--- config.mk ---
export PLATFORM = sky130hd
export DESIGN_NAME = uart_word_loader
export DESIGN_NICKNAME = d
export VERILOG_FILES = /design/src/rtl/uart_word_loader.sv
export SDC_FILE = /design/constraint.sdc
export NUM_CORES = 1
export LEC_CHECK = 0
export ABC_AREA = 1
export BUFFER_PORTS_ARGS = -buffer_cell sky130_fd_sc_hd__buf_4
export CAP_MARGIN = 20
export CORE_MARGIN = 10
export CORE_UTILIZATION = 40
export DETAILED_ROUTE_END_ITERATION = 8
export SLEW_MARGIN = 5
export SYNTH_ARGS = -nofsm -noshare
export SYNTH_HDL_FRONTEND = slang
export SYNTH_SLANG_ARGS = --single-unit
--- constraint.sdc ---
create_clock -name clk -period 4.3 [get_ports clk]
set_clock_uncertainty 0.1 [all_clocks]
set_input_delay 0.86 -clock clk [delete_from_list [all_inputs] [get_ports clk]]
set_output_delay 0.86 -clock clk [all_outputs]
set_load 0.005 [all_outputs]
--- src/rtl/uart_word_loader.sv ---
// uart_word_loader: parses framed UART packets (sync, 16-bit word count,
// payload, XOR checksum) and writes the assembled DATA_W-bit words to an
// instruction RAM write port at consecutive addresses starting from 0.
module uart_word_loader #(
  parameter int         DATA_W      = 16,
  parameter int         ADDR_W      = 8,
  parameter int         BYTE_ORDER  = 0,
  parameter logic [7:0] SYNC_BYTE   = 8'hA5,
  parameter int         TIMEOUT_CYC = 10_000_000
) (
  input  logic              clk,
  input  logic              reset,
  input  logic              rx_done,
  input  logic [7:0]        rx_data,
  output logic              ram_enable,
  output logic [ADDR_W-1:0] ram_wa,
  output logic [DATA_W-1:0] ram_din,
  output logic              busy,
  output logic              done,
  output logic              err_cksum,
  output logic              err_len,
  output logic              err_timeout,
  output logic [ADDR_W:0]   word_cnt
);

  localparam int BPW   = DATA_W / 8;
  localparam int IDX_W = (BPW > 1) ? $clog2(BPW) : 1;
  localparam int TO_W  = $clog2(TIMEOUT_CYC + 1);

  localparam logic [IDX_W-1:0] LAST_IDX = IDX_W'(BPW - 1);
  localparam logic [TO_W-1:0]  TO_LIMIT = TO_W'(TIMEOUT_CYC);

  typedef enum logic [2:0] {
    S_IDLE,
    S_CNT_HI,
    S_CNT_LO,
    S_DATA,
    S_CKSUM
  } state_t;

  state_t            r_state;
  state_t            w_state_next;
  logic [7:0]        r_cnt_hi;
  logic [15:0]       r_n;
  logic [IDX_W-1:0]  r_byte_idx;
  logic [DATA_W-1:0] r_asm;
  logic [7:0]        r_cksum;
  logic [TO_W-1:0]   r_to_cnt;

  logic [15:0]       w_n;
  logic              w_len_bad;
  logic              w_word_last;
  logic              w_last_word;
  logic              w_timeout;
  logic [DATA_W-1:0] w_asm;

  // The address of the next write is simply the low bits of the word count;
  // the length check guarantees it never wraps inside one packet.
  assign w_n         = {r_cnt_hi, rx_data};
  assign w_len_bad   = ({16'd0, w_n} > (32'd1 << ADDR_W));
  assign w_word_last = (r_byte_idx == LAST_IDX);
  assign w_last_word = ((32'(word_cnt) + 32'd1) == {16'd0, r_n});
  // A byte arriving in the expiry cycle wins over the timeout.
  assign w_timeout   = (r_state != S_IDLE) && !rx_done && (r_to_cnt == TO_LIMIT);
  assign busy        = (r_state != S_IDLE);

  // Word assembler: shift the new byte in from the side selected by BYTE_ORDER.
  always_comb begin
    if (BYTE_ORDER == 0) w_asm = (r_asm << 8) | DATA_W'(rx_data);
    else                 w_asm = (r_asm >> 8) | (DATA_W'(rx_data) << (DATA_W - 8));
  end

  // State register.
  // NOTE: clocked state uses non-blocking assignments so every flop samples
  // values from before the edge; blocking here would create ordering races.
  always_ff @(posedge clk or posedge reset) begin
    if (reset) r_state <= S_IDLE;
    else       r_state <= w_state_next;
  end

  // Next-state decode driven by byte strobes and the inter-byte timeout.
  // NOTE: the default assignment first keeps this purely combinational; a
  // path that left w_state_next unassigned would infer a latch.
  always_comb begin
    w_state_next = r_state;
    if (w_timeout) begin
      w_state_next = S_IDLE;
    end else if (rx_done) begin
      case (r_state)
        S_IDLE:   if (rx_data == SYNC_BYTE) w_state_next = S_CNT_HI;
        S_CNT_HI: w_state_next = S_CNT_LO;
        S_CNT_LO: begin
          if (w_len_bad)      w_state_next = S_IDLE;
          else if (w_n == '0) w_state_next = S_CKSUM;
          else                w_state_next = S_DATA;
        end
        S_DATA:   if (w_word_last && w_last_word) w_state_next = S_CKSUM;
        S_CKSUM:  w_state_next = S_IDLE;
        default:  w_state_next = S_IDLE;
      endcase
    end
  end

  // Inter-byte timeout counter: cleared on every byte and whenever idle.
  always_ff @(posedge clk or posedge reset) begin
    if (reset)                                  r_to_cnt <= '0;
    else if (rx_done || w_state_next == S_IDLE) r_to_cnt <= '0;
    else                                        r_to_cnt <= r_to_cnt + 1'b1;
  end

  // Packet datapath: count latch, checksum, word assembly, RAM writes, flags.
  always_ff @(posedge clk or posedge reset) begin
    if (reset) begin
      ram_enable  <= 1'b0;
      ram_wa      <= '0;
      ram_din     <= '0;
      done        <= 1'b0;
      err_cksum   <= 1'b0;
      err_len     <= 1'b0;
      err_timeout <= 1'b0;
      word_cnt    <= '0;
      r_cnt_hi    <= '0;
      r_n         <= '0;
      r_byte_idx  <= '0;
      r_asm       <= '0;
      r_cksum     <= '0;
    end else begin
      ram_enable <= 1'b0;
      if (w_timeout) begin
        err_timeout <= 1'b1;
      end else if (rx_done) begin
        case (r_state)
          S_IDLE: begin
            if (rx_data == SYNC_BYTE) begin
              done        <= 1'b0;
              err_cksum   <= 1'b0;
              err_len     <= 1'b0;
              err_timeout <= 1'b0;
              word_cnt    <= '0;
              r_byte_idx  <= '0;
              r_cksum     <= '0;
            end
          end
          S_CNT_HI: r_cnt_hi <= rx_data;
          S_CNT_LO: begin
            r_n <= w_n;
            if (w_len_bad) err_len <= 1'b1;
          end
          S_DATA: begin
            r_cksum <= r_cksum ^ rx_data;
            r_asm   <= w_asm;
            if (w_word_last) begin
              ram_enable <= 1'b1;
              ram_wa     <= word_cnt[ADDR_W-1:0];
              ram_din    <= w_asm;
              word_cnt   <= word_cnt + 1'b1;
              r_byte_idx <= '0;
            end else begin
              r_byte_idx <= r_byte_idx + 1'b1;
            end
          end
          S_CKSUM: begin
            if (rx_data == r_cksum) done      <= 1'b1;
            else                    err_cksum <= 1'b1;
          end
          default: ;
        endcase
      end
    end
  end

endmodule

==> flow_summary.json, run 1 <==
{
  "fmax_ghz": 0.386,
  "cts_resized": 0,
  "num_rows": 40,
  "slew_violations": 0,
  "p_per_area_nw_per_um2": 616,
  "initial_utilization": 0.412,
  "setup_viol": 0,
  "slew_headroom": 0.420,
  "crit_path_start_kind": "flop",
  "hold_depth": 1,
  "hold_violations": 0,
  "yosys_warnings": 0,
  "final_common_cell": "nand2_1",
  "drv_cap": 0,
  "arrival_ns": 2.73,
  "hold_path_end": "r_to_cnt[0]",
  "cts_setup_buffers": 0,
  "rsz0062_at_grt": "no",
  "n_antenna_cell": 0,
  "holdBufCountCts": 0,
  "ir_drop_mv": 0.308,
  "yosys.area_share.simple": 0.264,
  "avgSynthCellArea_sq_um": 8.41,
  "worstSkewPairLatency_ns": 0.36,
  "io-pin-count": 50,
  "final_util": 0.481,
  "die_y_um": 132,
  "fp.coreArea_sq_um": 12100,
  "grt_usage": 0.130,
  "leakage_nw": 2.82,
  "synth_fp_nets": 608,
  "die_width_um": 132,
  "place.gp.congestion": 0.789,
  "hold_class": "flop to flop",
  "crit_chain": "ha_1 > inv_1 > nand2_1 > nand2_1 > nor2_1 > nand2_1 > nor2_1 > nand3_1 > nor2_1 > nand4_1 > nand2_1 > nand3_1 > nand2_1 > nand3_2 > nand2_4 > nor2_1",
  "clkTransAtPathRegs_ns": 0.07,
  "finalPower_w": 0.00359,
  "port_buffers": 49,
  "r2r_cells": 16,
  "required_ns": 4.43,
  "synth-xor-area-share": 0.0509,
  "die_area_sq_um": 17400,
  "tightest_slew_ns": 0.869,
  "ant_nets": 0,
  "critical_path_class": "flop to flop",
  "grt_start_max_net_pins": 73,
  "antenna_found_initial": 0,
  "cts_root_buffer": "clkbuf_16",
  "slowest_stage": "dfrtp_1",
  "dpl.hpwl_um": 8070,
  "routed_wire_length_per_instance_um": 13.4,
  "vias_per_cell": 4.85,
  "period_minus_slack_ns": 2.59,
  "cp-end-kind": "flop",
  "ys_types": 32,
  "synth.yosys.seq_area_share": 0.531,
  "syn_area_sq_um": 4990,
  "syn_to_final_growth_pct": 16.8,
  "layout_common_cells": "157 x nand2_1, 106 x dfrtp_1, 64 x inv_1",
  "nNetsFinal": 657,
  "wl_um": 11000,
  "slowest_delay_ns": 0.51,
  "drcViolationCount": 0,
  "tns_ns": 0,
  "synthMuxAreaShare": 0.00451,
  "htree_num_levels": 3,
  "ys_ff_latch": 106,
  "drive_above_1_share": 0.139,
  "drt_pass1_iterations": 6,
  "r2r-end": "r_to_cnt[5]",
  "cts_made_buffers": 9,
  "r2r_setup_slack_ns": 1.71,
  "grt_pass1_wl_um": 18800,
  "crit_top_cell": "nand2_1",
  "min_from": "r_to_cnt[0]",
  "status": "completed",
  "cts_tree": "yes",
  "cts.sinks": 106,
  "grt.overflow.total": 0,
  "r2r_start": "word_cnt[0]",
  "synth-compound-area-share": 0.0777,
  "worstPathMaxFanout": 24,
  "vias": 3955,
  "drt_iter0_drc": 218,
  "grt_pass1_vias": 3888,
  "synthCells": 594,
  "synth_fa_ha_area_frac": 0.00752,
  "clock_path_buffers": 2,
  "synth_top_family_by_area": "simple AND/OR/NAND/NOR gates",
  "fin_crit_sh": 0.603
}
[cells by family (layout without fill, tap and decap cells)]
group                      count (synthesis)  in the layout
AOI/OAI and AO/OA                         74             74
and+or+nand+nor                          299            299
adders and majority gates                  3              3
DFF                                      106            106
buffers and inverters                     81            135
xor gates and xnor gates                  29             29
muxes                                      2              2
[area by class of cell]
| cell class | count | area (sq um) |
|---|---|---|
| fillers | 1216 | 6280 |
| clock buffers | 9 | 225 |
| flip-flops and latches | 106 | 2650 |
| inverters | 65 | 246 |
| repair buffers | 54 | 405 |
| multi-input cells | 407 | 2020 |
| clock inverters | 7 | 70.1 |
| well taps | 168 | 210 |
[worst max-delay path, delay by kind of cell, from the launching register on]
family / cells / cell delay (ns)
buffers and inverters: 1 / 0.07
adders and majority gates: 1 / 0.36
and+or+nand+nor: 14 / 1.41
DFF: 1 / 0.51
[Yosys cell counts]
master	instances	area share
nand2_4	1	0.0023
nor3_1	8	0.0080
nand3b_1	5	0.0075
nand3_2	4	0.0080
nand4_1	12	0.015
dfrtp_1	106	0.53
nor4_2	1	0.0025
a21o_1	2	0.0030
nand4_2	1	0.0025
o21bai_1	1	0.0015
nor2_2	5	0.0063
nor2_4	2	0.0045
o22ai_1	7	0.0088
nand3_1	35	0.035
ha_1	3	0.0075
a31oi_1	1	0.0013
o21ai_1	2	0.0020
clkbuf_1	13	0.0098
nor4_1	2	0.0025
nor3_2	1	0.0020
nand2_1	157	0.12
xnor2_1	10	0.018
or2_2	1	0.0013
nor2_1	63	0.047
buf_6	2	0.0045
buf_2	1	0.0010
xor2_1	19	0.033
mux2_2	2	0.0045
nand2_2	1	0.0013
inv_1	65	0.049
o21ai_0	56	0.056
a21oi_1	5	0.0050
[power by group]
group	switching [W]	internal, W	leakage (nW)	total [W]
Clock	0.000395	0.000409	0.142	0.000804
Sequential	0.000269	0.00135	1.35	0.00162
Combinational	0.000644	0.000521	1.32	0.00117
[worst max-delay path by stage]
| stage | cells after the start | endpoint | slack (ns) | from |
|---|---|---|---|---|
| after global routing | 16 | r_to_cnt[12] | 1.40 | word_cnt[0] |
| after CTS | 16 | r_to_cnt[11] | 1.68 | word_cnt[0] |
| after floorplan | 1 | done | 0.55 | reset |
| after detailed placement | 8 | word_cnt[3] | 1.58 | rx_done |
| final | 16 | r_to_cnt[5] | 1.71 | word_cnt[0] |
| after global placement | 8 | word_cnt[3] | 1.62 | rx_done |
[layer usage]
metal | share of wire | GRT usage | vias to the layer above | wire length (um)
met5 | 0 | 0 | - | 0
met4 | 0.011 | 0.0445 | 0 | 124
met3 | 0.053 | 0.0381 | 12 | 580
met2 | 0.46 | 0.203 | 83 | 5050
met1 | 0.47 | 0.169 | 1861 | 5200
li1 | - | - | 1999 | -
[registers in the layout (all words and copies together), names as in the netlist, 3 cells and up]
signal / count
r_cnt_hi: 8
r_to_cnt: 24
r_state: 3
r_asm: 8
r_n: 16
ram_wa: 8
ram_din: 16
word_cnt: 9
r_cksum: 8
[per-stage QoR]
| stage | area, sq um | setup slack (ns) | hold WS (ns) | std cells |
|---|---|---|---|---|
| after floorplan | 4990 | 0.551 | 0.330 | 594 |
| after global placement | 5540 | 1.62 | 0.354 | 800 |
| after detailed placement | 5540 | 1.58 | 0.361 | 800 |
| after CTS | 5830 | 1.68 | 0.377 | 816 |
| after global routing | 5830 | 1.40 | 0.399 | 816 |
| final | 5830 | 1.71 | 0.374 | 816 |
Power figures use the tool's default switching activity.
==> run 2: changes to the inputs <==
clock period = 2.2 ns   (was 4.3 ns; I/O delays follow)
==> flow_summary.json, run 2 (synthesized netlist as in run 1, its figures left out) <==
{
  "fill_cells": 1181,
  "regMostFlops": "r_to_cnt",
  "fp.coreArea_sq_um": 12100,
  "routed_wire_length_per_instance_um": 13.8,
  "critical_path_class": "flop to flop",
  "vias_per_cell": 4.83,
  "die_y_um": 132,
  "clkTransAtPathRegs_ns": 0.08,
  "slew_headroom": 0.618,
  "p_per_area_nw_per_um2": 1180,
  "n_antenna_cell": 0,
  "stdcell_count": 847,
  "fmax_ghz": 0.445,
  "antenna_found_initial": 0,
  "grt_pass1_vias": 4060,
  "layout_common_cells": "154 x nand2_1, 105 x dfrtp_1, 80 x buf_4",
  "nNetsFinal": 688,
  "cts_tree": "yes",
  "reg_top3": "r_to_cnt x24, r_n x16, ram_din x16",
  "tightest_slew_ns": 0.573,
  "status": "finished, violations left",
  "arrival_ns": 2.38,
  "num_rows": 40,
  "fin_hold_ws_ns": 0.122,
  "r2r-end": "r_to_cnt[20]",
  "place_area_sq_um": 5750,
  "initial_utilization": 0.412,
  "hold_violations": 0,
  "syn_to_final_growth_pct": 22.3,
  "worstSkewPairLatency_ns": 0.35,
  "placed_cells": 827,
  "final_common_cell": "nand2_1",
  "period_minus_slack_ns": 2.25,
  "final_util": 0.504,
  "dpl.hpwl_um": 8290,
  "wl_um": 11700,
  "drt_iter0_drc": 274,
  "crit_path_start_kind": "flop",
  "finalPower_w": 0.00722,
  "slew_violations": 0,
  "fin_crit_sh": 1.02,
  "design_area_sq_um": 6110,
  "die_width_um": 132,
  "cp-end-kind": "flop",
  "htree_num_levels": 3,
  "rsz0062_at_grt": "yes",
  "violations": "setup timing",
  "place.gp.congestion": 0.858,
  "io-pin-count": 50,
  "required_ns": 2.34,
  "worstPathMaxFanout": 6,
  "grt_start_max_net_pins": 107,
  "drv_cap": 0,
  "cts.sinks": 106,
  "port_buffers": 49,
  "startpoint": "word_cnt[0]",
  "drcViolationCount": 0,
  "cts_root_buffer": "clkbuf_16",
  "multiInputGateArea_sq_um": 2090,
  "r2r_start": "word_cnt[0]",
  "hold_class": "input pin to asynchronous set/reset pin",
  "largest_reg_flops": 24,
  "fin_ws_ns": -0.0465,
  "worstSetupEndpoint": "r_to_cnt[20]",
  "vias": 4087,
  "r2r_setup_slack_ns": -0.05,
  "ir_drop_mv": 0.558,
  "die_area_sq_um": 17400,
  "cts_made_buffers": 9,
  "grt_usage": 0.138,
  "setup_viol": 24,
  "leakage_nw": 2.96,
  "grt.overflow.total": 0,
  "drt_pass1_iterations": 5,
  "grt_pass1_wl_um": 20100,
  "r2r_cells": 15,
  "drive_above_1_share": 0.189,
  "clock_path_buffers": 2,
  "ant_nets": 0,
  "seq_area_sq_um": 2650
}
run 2: cell count changes in the layout (fill, tap and decap cells not counted), sizes merged:
| cell | delta |
|---|---|
| buf | +28 |
| inv | -4 |
| nand2 | +3 |
| clkinv | +2 |
| clkinvlp | +2 |
run 2: layout make-up:
class,count,area share
Clock buffer,9,0.0369
Clock inverter,7,0.00881
Inverter,65,0.0406
Multi-Input combinational cell,410,0.341
Sequential cell,106,0.434
Tap cell,168,0.0344
Timing Repair Buffer,82,0.103
run 2: critical path, stage by stage (launching register included):
cell	delay (ns)
dfrtp_1	0.39
ha_1	0.22
nand2_2	0.14
nand2_1	0.10
nand2_1	0.06
nand2_1	0.06
nor2_2	0.12
nand3_1	0.08
nor2_1	0.08
nand4_1	0.11
nand2_1	0.11
nand3_1	0.09
nand2_2	0.10
nand3_4	0.17
nand2_4	0.15
nor2_1	0.05
run 2: report_power, final:
| group | total, W | internal [W] | switching [W] | leakage (nW) |
|---|---|---|---|---|
| registers | 0.00312 | 0.00264 | 0.000475 | 1.35 |
| clock network | 0.00154 | 0.000776 | 0.000763 | 0.133 |
| logic | 0.00257 | 0.00119 | 0.00138 | 1.47 |
| total | 0.00722 | 0.00461 | 0.00262 | 2.96 |
run 2: through the flow:
| step | setup TNS, ns | worst slack [ns] |
|---|---|---|
| CTS | -0.731 | -0.0378 |
| global route | -6.30 | -0.279 |
| floorplan | 0 | 0.0689 |
| global placement | -0.348 | -0.0157 |
| finish | -0.886 | -0.0465 |
| detailed placement | -1.82 | -0.0879 |
run 2: timing repair:
item | 4_1_cts | 5_1_grt
endpoints found under the setup margin | 24 | 48
gates cloned | 3 | 0
pin swaps | 4 | 0
hold buffers | 0 | 0
resized for setup | 6 | 5
endpoints found under the hold margin | 0 | 0
setup buffers | 1 | 0
run 2: routing by layer:
metal | vias up | track usage | part of all wire
li1 | 2063 | - | -
met5 | - | 0 | 0
met3 | 17 | 0.0328 | 0.034
met1 | 1943 | 0.184 | 0.49
met2 | 64 | 0.214 | 0.45
met4 | 0 | 0.0501 | 0.018
run 2: worst min path at each step:
stage,from,to,slack [ns],cells past startpoint
3_5_place_dp,r_to_cnt[0],r_to_cnt[0],0.35,1
5_1_grt,reset,r_cksum[4],0.17,3
6_report,reset,r_cksum[4],0.12,3
3_3_place_gp,r_to_cnt[0],r_to_cnt[0],0.34,1
2_1_floorplan,r_to_cnt[0],r_to_cnt[0],0.33,1
4_1_cts,reset,r_cksum[4],0.18,3
